===== config.mk =====
export PLATFORM = sky130hd
export DESIGN_NAME = wb_ibex_arbiter
export DESIGN_NICKNAME = d
export VERILOG_FILES = /design/src/rtl/wb_arb_pkg.sv /design/src/rtl/wb_arb_rr_picker.sv /design/src/rtl/wb_ibex_arbiter.sv
export SDC_FILE = /design/constraint.sdc
export NUM_CORES = 1
export LEC_CHECK = 0
export ABC_CLOCK_PERIOD_IN_PS = 3200
export BUFFER_PORTS_ARGS = -buffer_cell sky130_fd_sc_hd__buf_4
export CORE_AREA = 2 2 112 114
export CTS_CLUSTER_DIAMETER = 100
export DETAILED_ROUTE_END_ITERATION = 10
export DIE_AREA = 0 0 114 116
export PLACE_DENSITY = 0.53
export SLEW_MARGIN = 40
export SYNTH_ARGS = -nofsm -noshare
export SYNTH_HDL_FRONTEND = slang
export SYNTH_HIERARCHICAL = 1
export SYNTH_SLANG_ARGS = --single-unit

===== constraint.sdc =====
create_clock -name clk -period 3.2 [get_ports clk]
set_clock_uncertainty 0.1 [all_clocks]
set_input_delay 0.32 -clock clk [delete_from_list [all_inputs] [get_ports clk]]
set_output_delay 0.32 -clock clk [all_outputs]
set_load 0.1 [all_outputs]

===== src/rtl/wb_arb_pkg.sv =====
// wb_arb_pkg
// Shared types and helpers for the Wishbone round-robin arbiter.
//   arb_state_e : arbiter FSM state (IDLE, BUSY)
//   rr_pick     : one-hot round-robin winner, searching upward from last+1
//                 with wrap-around over the first n request bits
package wb_arb_pkg;

  typedef enum logic [0:0] {
    IDLE = 1'b0,
    BUSY = 1'b1
  } arb_state_e;

  // Widest arbiter supported by rr_pick; narrower ones zero-pad.
  localparam int RR_MAX = 8;

  function automatic logic [RR_MAX-1:0] rr_pick(
    input logic [RR_MAX-1:0] req,
    input logic [2:0]        last,
    input int                n
  );
    logic [RR_MAX-1:0] win;
    logic              found;
    int                idx;
    win   = '0;
    found = 1'b0;
    // Offset 1 looks at last+1 first; offset n wraps back to last itself.
    for (int k = 1; k <= RR_MAX; k++) begin
      if (k <= n) begin
        idx = (int'(last) + k) % n;
        if (!found && req[idx]) begin
          win[idx] = 1'b1;
          found    = 1'b1;
        end
      end
    end
    return win;
  endfunction

endpackage


===== src/rtl/wb_arb_rr_picker.sv =====
// wb_arb_rr_picker
// Combinational round-robin priority search.
//   req     : request vector, one bit per master
//   last    : index of the most recently granted master
//   win     : one-hot winner (all zero when req is zero)
//   win_idx : binary index of the winner (0 when req is zero)
module wb_arb_rr_picker
  import wb_arb_pkg::*;
#(
  parameter  int NUM_MASTERS = 2,
  localparam int IDX_W       = (NUM_MASTERS > 1) ? $clog2(NUM_MASTERS) : 1
) (
  input  logic [NUM_MASTERS-1:0] req,
  input  logic [IDX_W-1:0]       last,
  output logic [NUM_MASTERS-1:0] win,
  output logic [IDX_W-1:0]       win_idx
);

  logic [RR_MAX-1:0] req_pad;
  logic [2:0]        last_pad;
  logic [RR_MAX-1:0] pick;

  always_comb begin
    req_pad                  = '0;
    req_pad[NUM_MASTERS-1:0] = req;
    last_pad                 = 3'(last);
    pick                     = rr_pick(req_pad, last_pad, NUM_MASTERS);
    win_idx                  = '0;
    for (int i = 0; i < RR_MAX; i++) begin
      if (pick[i]) win_idx = IDX_W'(i);
    end
  end

  assign win = pick[NUM_MASTERS-1:0];

endmodule


===== src/rtl/wb_ibex_arbiter.sv =====
// wb_ibex_arbiter
// Round-robin arbiter sharing one Wishbone B4 pipelined slave between
// NUM_MASTERS masters. A master keeps the grant for as long as it holds CYC;
// accepted-but-unanswered requests are counted and the granted master is
// stalled once MAX_OUTSTANDING of them are in flight.
//   clk, rst                     : clock, asynchronous active-high reset
//   m_cyc/m_stb/m_we/m_sel/m_adr/m_dat_w : per-master requests (slice i = master i)
//   m_dat_r                      : read data broadcast to every master
//   m_ack/m_err/m_stall          : per-master responses
//   s_*                          : single slave-side port
//   grant                        : one-hot current owner, zero when idle
module wb_ibex_arbiter
  import wb_arb_pkg::*;
#(
  parameter int NUM_MASTERS     = 2,
  parameter int ADDR_W          = 32,
  parameter int DATA_W          = 32,
  parameter int MAX_OUTSTANDING = 4
) (
  input  logic                            clk,
  input  logic                            rst,
  input  logic [NUM_MASTERS-1:0]          m_cyc,
  input  logic [NUM_MASTERS-1:0]          m_stb,
  input  logic [NUM_MASTERS-1:0]          m_we,
  input  logic [NUM_MASTERS*DATA_W/8-1:0] m_sel,
  input  logic [NUM_MASTERS*ADDR_W-1:0]   m_adr,
  input  logic [NUM_MASTERS*DATA_W-1:0]   m_dat_w,
  output logic [DATA_W-1:0]               m_dat_r,
  output logic [NUM_MASTERS-1:0]          m_ack,
  output logic [NUM_MASTERS-1:0]          m_err,
  output logic [NUM_MASTERS-1:0]          m_stall,
  output logic                            s_cyc,
  output logic                            s_stb,
  output logic                            s_we,
  output logic [DATA_W/8-1:0]             s_sel,
  output logic [ADDR_W-1:0]               s_adr,
  output logic [DATA_W-1:0]               s_dat_w,
  input  logic [DATA_W-1:0]               s_dat_r,
  input  logic                            s_ack,
  input  logic                            s_err,
  input  logic                            s_stall,
  output logic [NUM_MASTERS-1:0]          grant
);

  localparam int SEL_W = DATA_W / 8;
  localparam int IDX_W = (NUM_MASTERS > 1) ? $clog2(NUM_MASTERS) : 1;
  localparam int CNT_W = $clog2(MAX_OUTSTANDING + 1);

  arb_state_e             state_reg;
  logic [NUM_MASTERS-1:0] grant_reg;
  logic [IDX_W-1:0]       gidx_reg;
  logic [IDX_W-1:0]       last_reg;
  logic [CNT_W-1:0]       outs_reg;
  logic [CNT_W-1:0]       outs_next;

  logic [NUM_MASTERS-1:0] pick_win;
  logic [IDX_W-1:0]       pick_idx;
  logic                   busy;
  logic                   g_cyc;
  logic                   throttle;
  logic                   accept;
  logic                   resp;

  wb_arb_rr_picker #(
    .NUM_MASTERS(NUM_MASTERS)
  ) u_picker (
    .req    (m_cyc),
    .last   (last_reg),
    .win    (pick_win),
    .win_idx(pick_idx)
  );

  assign busy     = (state_reg == BUSY);
  assign g_cyc    = m_cyc[gidx_reg];
  // Throttle looks only at the registered count, so a response arriving
  // while full does not release the stall until the next cycle.
  assign throttle = busy && (outs_reg == CNT_W'(MAX_OUTSTANDING));

  assign s_cyc   = busy & g_cyc;
  assign s_stb   = s_cyc & m_stb[gidx_reg] & ~throttle;
  assign s_we    = m_we[gidx_reg];
  assign s_sel   = m_sel[gidx_reg*SEL_W +: SEL_W];
  assign s_adr   = m_adr[gidx_reg*ADDR_W +: ADDR_W];
  assign s_dat_w = m_dat_w[gidx_reg*DATA_W +: DATA_W];
  assign m_dat_r = s_dat_r;
  assign grant   = grant_reg;

  // grant_reg is zero in IDLE, so every master sees stall and no responses.
  // Gating with s_cyc drops responses that land in the release cycle.
  for (genvar gi = 0; gi < NUM_MASTERS; gi++) begin : g_resp
    assign m_ack[gi]   = grant_reg[gi] & s_ack & s_cyc;
    assign m_err[gi]   = grant_reg[gi] & s_err & s_cyc;
    assign m_stall[gi] = ~grant_reg[gi] | s_stall | throttle;
  end

  assign accept = s_stb & ~s_stall;
  assign resp   = s_cyc & (s_ack | s_err);

  always_comb begin
    outs_next = outs_reg;
    if (accept && !resp) begin
      outs_next = outs_reg + CNT_W'(1);
    end else if (!accept && resp && (outs_reg != '0)) begin
      outs_next = outs_reg - CNT_W'(1);
    end
  end

  always_ff @(posedge clk or posedge rst) begin
    if (rst) begin
      state_reg <= IDLE;
      grant_reg <= '0;
      gidx_reg  <= '0;
      last_reg  <= IDX_W'(NUM_MASTERS - 1);
      outs_reg  <= '0;
    end else if (state_reg == IDLE) begin
      outs_reg <= '0;
      if (|m_cyc) begin
        state_reg <= BUSY;
        grant_reg <= pick_win;
        gidx_reg  <= pick_idx;
      end
    end else begin
      if (!g_cyc) begin
        // Dropping CYC abandons anything still in flight.
        state_reg <= IDLE;
        grant_reg <= '0;
        last_reg  <= gidx_reg;
        outs_reg  <= '0;
      end else begin
        outs_reg <= outs_next;
      end
    end
  end

`ifndef SYNTHESIS
  // A response with nothing outstanding means the slave broke protocol.
  always_ff @(posedge clk) begin
    if (!rst && resp) begin
      assert (outs_reg != '0);
    end
  end
`endif

endmodule


==> results.md, run 1 <==
* Clk_lat worst skew at 0.23 ns
* Share of cells above drive strength 1 at 85.0%
* Final Wtd Congestion at 0.760
* Cell accounting for the most synthesized area: mux2_2
* CTS sink cnt at 8
* Die height at 116 um
* Netlist cell types at 28
* DR DRC count at 0
* I/O Buffers at 225
* Syn avg cell area at 9.56 um^2
* Setup-failing EPs final at 0
* Largest net degree at the start of global routing at 56
* Ys flop type: dfrtp_1
* Final global-route overflow total at 0
* Final #Nets at 541
* Wire length per cell at 13.6 um
* Max Clock Freq at 0.380 GHz
* Post-CTS setup buffers at 0
* Max reg flops at 3
* CP Launch Type: flop
* Routed WL at 6870 um
* Top-count cell post-synth: mux2_2
* Clock buffer depth at 2
* Chip width at 114 um
* Post-synthesis sequential area ratio at 12.3%
* Pre-CTS setup slack at 0.727 ns
* TNS Setup at 0 ns
* Hold/Removal Path Class: in2reg
* Max Slew Vio Count at 0
* Worst setup EP type: output port
* Vias at 1979
* Fraction of registers with async set/reset at 100%
* RSZ-0062 raised after global routing: false
* Slack of the critical path at 0.566 ns
* Synth top area share at 48.2%
* CTS clk-pin slew, worst paths at 0.04 ns
* Final ANT Viol Nets at 0
* Worst-path fanout max at 55
* Antenna violations before repair at 0
* Leakage dissipation at 1.66 nW
* Slew @ Worst Pin at 0.722 ns
* Die Footprint at 0.0132 mm^2
* Synth Cell Area at 0.00164 mm^2
* Synth-to-layout area growth at 103%
* Setup CP Type: reg2out
* Post-synth EDFFs at 0
* Core Area at 0.0119 mm^2
* IO Count at 290
* Root buffer cell: clkbuf_16
* Largest cells by area after synthesis: mux2_2, buf_4, dfrtp_1
* H-tree lvl count at 1
* Max-Cap Viols at 0
* Synth cell count leaders: mux2_2, buf_4, buf_2, dfrtp_1, nand2_1
* Starting Density at 13.7%
* Post-route minimum period at 2.63 ns
* Power per cell area at 1070 mW/mm^2
* 1st-iter DRT viols at 40
* Crit share post-route at 82.3%
* First-pass iteration count of the detailed router at 4
* Status: complete, no violations
* HPWL after DPL at 5830 um
* Worst Path Arrival at 2.21 ns
* Vias in the first global route at 1964
* Yosys warns at 6
* Hold slack final at 0.335 ns
* Max IR drop VDD at 0.366 mV
* Critical path required time at 2.78 ns
* TritonCTS clock tree: done
* Vias per cell at 3.90
* Syn Nets at 351
* Fillers at 1252
* Register bit total from synthesis at 8
* Headroom to the max-slew limit at 51.9%
* Core Util, Final at 27.8%
* Clock buffer count from CTS at 3
* Row count at 40
* Antenna diode count at 0
* Hold Vio Cnt, Final at 0
* Gr usage total at 8.99%
* First-pass GRT wire length at 9720 um
* Syn Inst Count at 171
## placed cells by master, fill, tap and decap left out, types with 2 or more instances in the layout
| cell | count |
|---|---|
| nand2_1 | 7 |
| mux2i_1 | 6 |
| inv_1 | 6 |
| a21oi_1 | 3 |
| dfrtp_1 | 6 |
| and3_1 | 4 |
| buf_4 | 226 |
| nor2_1 | 6 |
| nor3_1 | 2 |
| mux2_2 | 70 |
| clkbuf_16 | 3 |
## metal layers
metal | track usage (%) | up-vias | share of wire (%)
met5 | 0 | - | 0
met4 | 0.813 | 0 | 0.15
met3 | 2.98 | 2 | 9.9
met2 | 16.0 | 120 | 50
met1 | 11.0 | 902 | 40
li1 | - | 955 | -
## cells by family (layout without fill, tap and decap cells)
| group | after synthesis | after routing | share of synthesized area (%) |
|---|---|---|---|
| AO/OA/AOI/OAI | 10 | 10 | 4.51 |
| XOR/XNOR | 1 | 1 | 0.536 |
| adder cells (fa/ha/maj) | 1 | 1 | 1.22 |
| buffers and inverters | 48 | 237 | 19.4 |
| flip-flops | 8 | 8 | 12.3 |
| multiplexers | 76 | 76 | 51.9 |
| AND/OR/NAND/NOR | 27 | 27 | 10.1 |
## critical path, cell delays in order, from the launching register on
cell,delay (ns)
dfrtp_2,0.62
buf_4,0.67
mux2_2,0.42
buf_4,0.23
## through the flow
stage | std cells | cell area, um^2 | total power [W]
after detailed placement | 502 | 3230 | 0.00334
after global routing | 507 | 3320 | 0.00365
after floorplan | 171 | 1640 | 0.00292
after CTS | 507 | 3320 | 0.00356
final | 507 | 3320 | 0.00354
after global placement | 502 | 3230 | 0.00332
## cell type report
class	instances	area, um^2	area share (%)
timing repair buffer	227	1710	51.5
multi-input combinational	115	1120	33.8
sequential	8	203	6.11
tap	147	184	5.55
clock buffer	4	78.8	2.38
inverter	6	22.5	0.679
## repair_timing
item / CTS / global route
endpoints found under the hold margin: 7 / 0
hold buffers: 1 / 0
resized for setup: 0 / 0
setup endpoints to repair: 0 / 0
## power breakdown
part | switching [W] | internal (W)
registers | 0.0000688 | 0.000130
clock network | 0.0000480 | 0.000166
logic | 0.00234 | 0.000792
total | 0.00245 | 0.00109
## path summary, 6_finish.rpt
kind                                to  startpoint  cells after the start  slack (ns)
setup reg to reg           outs_reg[2]    gidx_reg                      7        0.77
min in group asynchronous     grant[1]         rst                      3        0.52
hold reg to reg               last_reg    last_reg                      2        0.44
hold / removal                last_reg    m_cyc[1]                      4        0.34
setup / recovery            s_dat_w[7]    gidx_reg                      3        0.57
max in group asynchronous     last_reg         rst                      3        2.18
Note: power is estimated with default switching activity, not from simulation.
==> inputs of run 2 (changes only) <==
ABC_AREA = 1   (was default)
ABC_CLOCK_PERIOD_IN_PS = 2500   (was 3200)
clock period = 2.5 ns   (was 3.2 ns; I/O delays follow)
==> results.md, run 2 <==
* Netlist cell types at 21 (-25%)
* Vias per cell at 3.88 (-0.67%)
* Final ANT Viol Nets at 0 (unchanged)
* Share of cells above drive strength 1 at 46.4% (-39 points)
* Commonest non-fill, non-tap cell in the layout: nand2_1
* Max Clock Freq at 0.450 GHz
* FF/Latch Area at 203 um^2 (unchanged)
* Area after DPL at 0.00331 mm^2 (+2.6%)
* Post-synthesis sequential area ratio at 11.8% (-0.52 points)
* CTS sink cnt at 8 (unchanged)
* Row count at 40 (unchanged)
* Clock buffer depth at 2 (unchanged)
* Design area at 0.00340 mm^2 (+2.5%)
* Synth cell count leaders: nand2_1, buf_4, inv_1, clkbuf_1
* Final global-route overflow total at 0 (unchanged)
* Synth Cell Area at 0.00171 mm^2 (+4.4%)
* Worst Path Arrival at 1.87 ns (-0.34 ns)
* PostCTS Resize Cnt at 0 (unchanged)
* Yosys warns at 6 (unchanged)
* CP max-delay cell: buf_4
* Top-count cell post-synth: nand2_1
* Syn Inst Count at 343 (+100%)
* Final #Nets at 709 (+31%)
* H-tree lvl count at 1 (unchanged)
* Worst-path fanout max at 71 (+29%)
* Status: complete, no violations
* Antenna violations before repair at 0 (unchanged)
* Die Footprint at 0.0132 mm^2 (unchanged)
* Antenna diode count at 0 (unchanged)
* First-pass GRT wire length at 11100 um (+14%)
* Cells after DPL at 670 (+33%)
* Max Slew Vio Count at 0 (unchanged)
* Post-synth EDFFs at 0 (unchanged)
* Syn Nets at 523 (+49%)
* Setup CP Type: reg2out
* Synth top area share at 50.5% (+2.3 points)
* RSZ-0062 raised after global routing: false
* Hold Vio Cnt, Final at 0 (unchanged)
* Cell accounting for the most synthesized area: nand2_1
* IO Count at 290 (unchanged)
* Slew @ Worst Pin at 0.704 ns (-0.0182 ns)
* Fillers at 1337 (+6.8%)
* Finished Layout Cells at 675 (+33%)
* Syn avg cell area at 4.98 um^2 (-48%)
* CP Cell Sequence: inv_4 -> buf_4 -> nand2_1 -> nand2_1 -> buf_4
* Crit-path leading delay family: buffers and inverters
* Post-route minimum period at 2.22 ns
* Ys flop type: dfrtp_1
* Worst setup EP type: output port
* Starting Density at 14.3% (+0.61 points)
* Footprint of the multi-input gates at 0.00113 mm^2 (+1.2%)
* 1st-iter DRT viols at 96 (+140%)
* HPWL after DPL at 6530 um (+12%)
* CP Launch Type: flop
* Chip width at 114 um (unchanged)
* CTS clk-pin slew, worst paths at 0.04 ns (about the same)
* Final Wtd Congestion at 0.785 (+3.4%)
* Synth-to-layout area growth at 99.0%
* Vias in the first global route at 2408 (+23%)
* Hold/Removal Path Class: in2reg
* Wire length per cell at 11.3 um (-16%)
* Core Util, Final at 28.5% (+0.70 points)
* I/O Buffers at 225 (unchanged)
* Max reg flops at 3 (unchanged)
* First-pass iteration count of the detailed router at 4 (unchanged)
* DR DRC count at 0 (unchanged)
* Gr usage total at 10.2% (+1.2 points)
* CP max stage delay at 0.56 ns (-0.11 ns)
* Clk_lat worst skew at 0.23 ns (about the same)
* Largest net degree at the start of global routing at 72 (+29%)
* Hold slack final at 0.285 ns (-0.0501 ns)
* Root buffer cell: clkbuf_16
* Die height at 116 um (unchanged)
* Sum of buffers and inverters on the critical path at 3 (+1)
* Fraction of registers with async set/reset at 100% (unchanged)
* Clock buffer count from CTS at 3 (unchanged)
* Setup-failing EPs final at 0 (unchanged)
* TritonCTS clock tree: done
* Most frequent cells in the layout: nand2_1, buf_4, inv_1
* Routed WL at 7650 um (+11%)
* Register bit total from synthesis at 8 (unchanged)
* Critical path required time at 2.15 ns (-0.63 ns)
* Max-Cap Viols at 0 (unchanged)
* Core Area at 0.0119 mm^2 (unchanged)
* Largest cells by area after synthesis: nand2_1, buf_4, dfrtp_1
* Vias at 2617 (+32%)
* Crit share post-route at 88.9%
* Headroom to the max-slew limit at 53.1% (+1.2 points)
==> run 2: cell count changes after synthesis, sizes merged, moves of 9 or more <==
cell,previous run,this run
inv,6,20
clkbuf,0,12
nand2,7,233
mux2,70,0
nand3,0,9
==> run 2: area by class of cell <==
type | instances | share of cell area, %
Inverter | 20 | 2.28
Sequential cell | 8 | 5.96
Clock buffer | 4 | 2.32
Timing Repair Buffer | 229 | 50.6
Tap cell | 147 | 5.41
Multi-Input combinational cell | 267 | 33.4
==> run 2: tightest hold or removal path, stage by stage <==
cell and delay (ns):
buf_4 0.11, a21oi_1 0.08, nor2_1 0.10, a21oi_1 0.04
==> run 2: what timing repair did <==
item,in CTS,in global routing
buffers inserted,0,0
hold buffers,1,0
endpoints found under the hold margin,7,0
==> run 2: final timing paths <==
check	end	startpoint	slack, ns	cells after the start
worst max-delay path	s_sel[0]	gidx_reg	0.28	5
max in group asynchronous	last_reg	rst	1.57	3
min in group asynchronous	busy	rst	0.43	3
worst min-delay path	gidx_reg	m_cyc[0]	0.29	4
worst min register to register	last_reg	last_reg	0.40	2
worst max register to register	outs_reg[2]	outs_reg[0]	0.47	13
==> run 2: cell families (layout without fill, tap and decap cells) <==
group | Yosys count | in the layout | share of synthesized area, %
AO/OA/AOI/OAI | 6 | 6 | 1.76
XOR/XNOR | 1 | 1 | 0.513
adder cells (fa/ha/maj) | 1 | 1 | 1.17
buffers and inverters | 68 | 253 | 22.9
flip-flops | 8 | 8 | 11.8
AND/OR/NAND/NOR | 259 | 259 | 61.8
==> run 2: metal layers <==
layer  track usage, %  wire length (um)  up-vias
met3             1.88               667       13
met4             3.25               127        0
li1                 -                 -     1365
met5                0                 0        -
met1             12.9              3000     1091
met2             17.7              3850      148
==> run 2: metrics by stage <==
stage	worst slack [ns]	TNS, ns
finish	0.276	0
global placement	0.531	0
CTS	0.261	0
detailed placement	0.481	0
floorplan	-0.240	-0.917
global route	0.134	0
Power of run 2 is not shown: default switching activity piles up to over one toggle a cycle in this logic, so the estimate is an artifact.
